**config.mk**
```make
export PLATFORM = sky130hd
export DESIGN_NAME = instruction_fifo
export DESIGN_NICKNAME = d
export VERILOG_FILES = /design/src/rtl/instruction_fifo.sv
export SDC_FILE = /design/constraint.sdc
export NUM_CORES = 2
export LEC_CHECK = 0
export ABC_AREA = 1
export CAP_MARGIN = 20
export CELL_PAD_IN_SITES_DETAIL_PLACEMENT = 0
export CELL_PAD_IN_SITES_GLOBAL_PLACEMENT = 1
export CORE_MARGIN = 2
export CORE_UTILIZATION = 55
export DETAILED_ROUTE_END_ITERATION = 6
export GPL_TIMING_DRIVEN = 0
export PLACE_DENSITY_LB_ADDON = 0.1
export REMOVE_ABC_BUFFERS = 1
export SLEW_MARGIN = 20
export SYNTH_ARGS = -nofsm -noshare
export SYNTH_HDL_FRONTEND = slang
export SYNTH_SLANG_ARGS = --single-unit
```
**constraint.sdc**
```tcl
create_clock -name clk -period 12.3 [get_ports clk]
set_clock_uncertainty 0.1 [all_clocks]
set_input_delay 2.46 -clock clk [delete_from_list [all_inputs] [get_ports clk]]
set_output_delay 2.46 -clock clk [all_outputs]
set_load 0.02 [all_outputs]
```
**src/rtl/instruction_fifo.sv**
```systemverilog
// Instruction intake: 80-bit assembly from three host writes, FWFT buffer, decoded head output.

package tpu_pkg;

  typedef struct packed {
    logic [23:0] buffer_addr;
    logic [15:0] acc_addr;
    logic [31:0] length;
    logic [7:0]  opcode;
  } instr_type;

  localparam instr_type INIT_INSTR = '0;

  // Raw 80-bit word to decoded instruction fields
  function automatic instr_type bit_to_instr(input logic [79:0] raw);
    instr_type r;
    r.buffer_addr = raw[79:56];
    r.acc_addr    = raw[55:40];
    r.length      = raw[39:8];
    r.opcode      = raw[7:0];
    return r;
  endfunction

endpackage

module instruction_fifo
  import tpu_pkg::*;
#(
  parameter int unsigned FIFO_DEPTH = 32
) (
  input  logic                          clk,
  input  logic                          rst,
  input  logic [31:0]                   lower_word,
  input  logic                          lower_write_en,
  input  logic [31:0]                   middle_word,
  input  logic                          middle_write_en,
  input  logic [15:0]                   upper_word,
  input  logic                          upper_write_en,
  output instr_type                     instr_out,
  output logic                          instr_valid,
  input  logic                          instr_ready,
  output logic                          empty,
  output logic                          full,
  output logic [$clog2(FIFO_DEPTH):0]   count,
  output logic                          overflow
);

  localparam int unsigned PW = $clog2(FIFO_DEPTH);
  localparam int unsigned CW = PW + 1;
  localparam int unsigned IW = 80;

  logic [31:0]   lower_q,  lower_d;
  logic [31:0]   middle_q, middle_d;
  logic [PW-1:0] wr_ptr_q, wr_ptr_d;
  logic [PW-1:0] rd_ptr_q, rd_ptr_d;
  logic [CW-1:0] count_q,  count_d;
  logic          overflow_q, overflow_d;
  logic          push_c, pop_c;
  logic [IW-1:0] commit_word_c;

  logic [IW-1:0] mem [FIFO_DEPTH];

  // Status derived from registered count only
  assign empty       = (count_q == '0);
  assign full        = (count_q == CW'(FIFO_DEPTH));
  assign instr_valid = ~empty;
  assign count       = count_q;
  assign overflow    = overflow_q;
  assign instr_out   = empty ? INIT_INSTR : bit_to_instr(mem[rd_ptr_q]);

  // Next-state: staging bypass, push/pop decisions, pointer and count updates
  always_comb begin
    lower_d       = lower_q;
    middle_d      = middle_q;
    wr_ptr_d      = wr_ptr_q;
    rd_ptr_d      = rd_ptr_q;
    count_d       = count_q;
    overflow_d    = overflow_q;
    push_c        = 1'b0;
    pop_c         = 1'b0;

    if (lower_write_en)  lower_d  = lower_word;
    if (middle_write_en) middle_d = middle_word;
    commit_word_c = {upper_word, middle_d, lower_d};

    push_c = upper_write_en & ~full;
    pop_c  = instr_ready & ~empty;
    if (upper_write_en && full) overflow_d = 1'b1;

    if (push_c) wr_ptr_d = wr_ptr_q + PW'(1);
    if (pop_c)  rd_ptr_d = rd_ptr_q + PW'(1);

    case ({push_c, pop_c})
      2'b10:   count_d = count_q + CW'(1);
      2'b01:   count_d = count_q - CW'(1);
      default: count_d = count_q;
    endcase
  end

  // Control state registers
  always_ff @(posedge clk or posedge rst) begin
    if (rst) begin
      lower_q    <= '0;
      middle_q   <= '0;
      wr_ptr_q   <= '0;
      rd_ptr_q   <= '0;
      count_q    <= '0;
      overflow_q <= 1'b0;
    end else begin
      lower_q    <= lower_d;
      middle_q   <= middle_d;
      wr_ptr_q   <= wr_ptr_d;
      rd_ptr_q   <= rd_ptr_d;
      count_q    <= count_d;
      overflow_q <= overflow_d;
    end
  end

  // Storage array; contents are don't-care after reset since pointers/count clear
  always_ff @(posedge clk) begin
    if (push_c) mem[wr_ptr_q] <= commit_word_c;
  end

endmodule
```
Word level (Yosys, flattened, before mapping)

Memory sizes are Yosys's and may differ from the RTL's.
Index checks and enable logic that the tools add are counted.

Add/subtract/negate cells: 4
Equal/unequal tests: 3
Mux-type cells: 6
Bitwise logic cells: 4
Reduce and logical (&&, ||, !) cells: 3

Operators by type and width:

| cell                  | number |
|---|---|
| $mux W80              | 1 |
| $mux W32              | 2 |
| $pmux W6 S2           | 1 |
| $add A5 B1 Y5 const B | 2 |
| $add A6 B1 Y6 const B | 1 |
| $eq A6 B6 Y1 const B  | 1 |
| $logic_not A6 Y1      | 1 |
| $sub A6 B1 Y6 const B | 1 |
| $and A1 B1 Y1         | 2 |
| $eq A2 B1 Y1 const B  | 1 |
| $eq A2 B2 Y1 const B  | 1 |
| $mux W1               | 2 |
| $not A1 Y1            | 2 |
| $reduce_bool A2 Y1    | 1 |
| $logic_and A1 B1 Y1   | 1 |

Bits in registers: 81
Bits in writable memories: 2,560
Input bits: 86
Output and inout bits: 90
Word-level logic and storage cells: 27
Memories: 1

Memories:

| memory | depth | width | read ports | clocked after Yosys merged registers in | wr ports | RTL line | RTL |
|---|---|---|---|---|---|---|---|
| mem    | 32    | 80    | 1          | 0                                       | 1        | 61       | `logic [IW-1:0] mem [FIFO_DEPTH];` |

Depth between registers and ports, before layout

Depth in word-level cells: 5
Mapped depth: 19
Mapped depth without buffers: 19

Worst setup path before layout

OpenSTA, ideal clock, no wires.

Kind: input -> register
Start: input upper_write_en
End: memory mem[31][0] (enable)
Library setup time: 0.616 ns
Arrival: 8.328 ns
Data required time: 11.584 ns
Path slack: 3.255 ns
Stages: 5
Path buffers: 1
Cells stage by stage: inv_1 > nor2_1 > buf_2 > inv_1 > nor3_1

Longest elaborated chain between the ends: 3

Ends and longest elaborated chain:

| item                          | RTL line | RTL |
|---|---|---|
| from (decl)                   | 38       | `input logic upper_write_en,` |
| $and A1 B1 Y1                 | 86       | `push_c = upper_write_en & ~full;` |
| $mux W1                       | 121      | `if (push_c) mem[wr_ptr_q] <= commit_word_c;` |
| $mux W1 (not written as such) | 121      |  |
| to (decl)                     | 61       |  |

Every way passes these cells.

==> impl_metrics.csv <==
group,metric,value,unit
outcome,status,"finished with violations",
clock_network,cts_resized,0,
route,detail-route-antenna-nets,0,
route,drt-wirelength-per-cell,23.0,um
sta,period_share,70.7,%
run,max-cap-violations,0,
power,p_per_area,232,nW/um^2
grt,overflow,0,
grt,track_usage,29.2,%
grt,grt_antenna_before_repair,1,
power,power.leakage,48.6,nW
finish,most-common-layout-cells,"nand2_1 (2828), edfxtp_1 (2560), nor2_1 (1669), nand3_1 (760), inv_1 (599)",
worst_setup_path,cpMostUsedCell,"buf_16",
worst_setup_path,crit_chain,"buf_12 > buf_16 > buf_16 > inv_8 > buf_16 > buf_16 > buf_16 > buf_16 > nand2_1 > nand2_1 > nand2_1 > o21ai_1 > nand2_1 > nand3_1 > nor2_1 > nor2_1 > clkdlybuf4s50_1",
clock_network,post_cts_buffers,0,
sta,hold_viol,0,
synthesis,syn_area_per_cell,11.1,um^2
placement,finalWeightedCongestion,0.707,
route,drcViolationCount,1,
worst_setup_path,arrival,6.14,ns
route,vias,72300,
clock_network,root_buffer,"clkbuf_16",
floorplanning,die_area,203000,um^2
worst_setup_path,critical_path.top_delay_family,"buffers and inverters",
synthesis,synth_seq_cells,2641,
clock_network,clock_latency,0.94,ns
sta,rsz0062_at_grt,"no",
clock_network,cts_tree,"done",
sta,fin_crit,8.70,ns
grt,grt_pass1_wl,437000,um
grt,grt_pass1_vias,68400,
finish,syn2layout_area_growth,16.4,%
synthesis,seq_area_frac_synth,72.1,%
finish,mostFrequentLayoutCell,"nand2_1",
grt,grt_max_degree,132,
route,drt-initial-drc-count,7139,
finish,drive_above_1_share,7.47,%
clock_network,cts_inserted_buffers,289,
placement,hpwl,175000,um
sta,setup_viol,0,
power,total_power,0.0296,W
synthesis,ys_types,27,
placement,io_buffers,175,
finish,fin_util,64.5,%
worst_setup_path,critPathBufInv,9,
worst_setup_path,start_kind,"flop",
synthesis,yosys.area.top_type,"edfxtp_1",
outcome,violations,"design-rule violations",
clock_network,clkSinkCount,2641,
floorplanning,rows,163,
worst_setup_path,cp_max_fo,130,
sta,relSlewSlack,27.2,%
floorplanning,start_util,55.4,%
finish,fill_cells,14900,
worst_setup_path,crit_slowest_cell,"dfrtp_4",
floorplanning,die_x,450,um
clock_network,cts_max_level,5,
worst_setup_path,crit_required,9.74,ns
placement,place_area,119000,um^2
worst_setup_path,crit_path_end_kind,"output pin",
sta,setup-tns-final,0,ns
route,drt_wl_total,298000,um
synthesis,postSynthCellCount,9899,
synthesis,yosysWarnings,0,
route,first_pass_iters,7,
power,ir_worst_vdd,187,uV
worst_setup_path,critPathMaxStageDelay,0.72,ns
clock_network,cts_buffer_depth,4,
worst_setup_path,worstSetupPathType,"flop to output pin",
synthesis,synth_top_area_share,70.3,%
clock_network,holdBufCountCts,0,
floorplanning,io_pins,176,
hold_path,min_path_type,"flop to flop",
clock_network,clkTransAtPathRegs,0.06,ns
sta,slew_violations,0,
synthesis,synth.area.top_cells,"edfxtp_1 (70%), nand2_1 (9.7%), nor2_1 (5.8%), nand3_1 (3.5%), o21ai_0 (2.6%)",
floorplanning,fp.dieH,450,um
finish,layout.nets,10200,
synthesis,syn-cell-area,109000,um^2
sta,tightest_slew,1.09,ns
sta,max_freq,115,MHz
finish,postLayoutCellArea,127000,um^2
floorplanning,core,197000,um^2
route,routed_via_density,5.58,
==> power by group <==
| part | switching, W | internal (W) | leakage, nW |
|---|---|---|---|
| Sequential | 0.000211 | 0.0105 | 24.0 |
| Combinational | 0.00717 | 0.00351 | 20.3 |
| Clock | 0.00335 | 0.00481 | 4.30 |
==> per-stage QoR <==
| stage | instances | worst slack (ns) | hold WS (ns) |
|---|---|---|---|
| 6_report | 13000 | 3.60 | 0.357 |
| 5_1_grt | 13000 | 3.23 | 0.391 |
| 4_1_cts | 13000 | 3.38 | 0.362 |
| 3_5_place_dp | 12500 | 4.40 | 0.347 |
| 3_3_place_gp | 12200 | -202.29 | 0.344 |
| 2_1_floorplan | 9353 | -67.77 | 0.412 |
==> sequential cells by signal, indices dropped and copies added, names as in the netlist <==
name      cells
count         6
lower_q      32
mem        2560
middle_q     32
overflow      1
rd_ptr_q      5
wr_ptr_q      5
==> final cells by class <==
cell class | instances | area, um^2 | share of cell area, %
antenna | 1 | 2.50 | 0.00196
clock buffer | 405 | 8050 | 6.32
clock inverter | 91 | 748 | 0.587
inverter | 608 | 2340 | 1.84
multi-input combinational | 6104 | 25600 | 20.1
sequential | 2641 | 78900 | 61.9
tap | 2640 | 3300 | 2.59
timing repair buffer | 466 | 8410 | 6.60
==> kinds of logic after synthesis <==
kind of cell / after synthesis / synth area share (%)
compound gates: 729 / 3.34
xor+xnor: 8 / 0.0640
fa+ha+maj: 8 / 0.0915
buf+inv: 1154 / 4.68
flops: 2641 / 72.1
mux: 64 / 0.659
simple gates: 5295 / 19.0
==> synthesized netlist by cell type (all sizes together) <==
cell type	number
o31ai	1
nand3	760
clkinv	1
nor2	1701
xor2	6
ha	8
nor3	2
a21o	1
inv	607
mux2	64
dfrtp	81
xnor2	2
clkbuf	177
nand3b	2
buf	369
nand2	2829
o21ai	644
edfxtp	2560
nand4	1
a21oi	83
==> path summary, 6_finish.rpt <==
kind	from	to	slack, ns	cells after the start
min in group asynchronous	rst	middle_q[14]$_DFF_PP0_	1.88	2
max in group asynchronous	rst	middle_q[28]$_DFF_PP0_	9.43	3
worst max-delay path	rd_ptr_q[0]$_DFFE_PP0P_	instr_out[27]	3.60	17
worst min register to register	overflow$_DFFE_PP0P_	overflow$_DFFE_PP0P_	0.36	1
worst min-delay path	overflow$_DFFE_PP0P_	overflow$_DFFE_PP0P_	0.36	1
worst max register to register	count[2]$_DFFE_PP0P_	mem[4][75]$_DFFE_PP_	8.34	9
==> layer usage <==
metal | routed length, um | vias up | GRT usage [%]
met5 | 0 | - | 0
met4 | 8710 | 0 | 8.90
met3 | 21900 | 538 | 4.19
met2 | 141000 | 2791 | 47.4
met1 | 126000 | 35400 | 41.2
li1 | - | 33500 | -
==> worst register-to-register path: stages (launching register included) <==
cell	delay [ns]
dfrtp_1	0.41
inv_1	0.10
nand3_1	0.12
nor3_1	0.08
nor2_1	0.60
nand2_1	0.69
nor2_4	0.85
buf_16	0.25
buf_16	0.20
buf_12	0.20
Note: power is estimated with default switching activity, not from simulation.
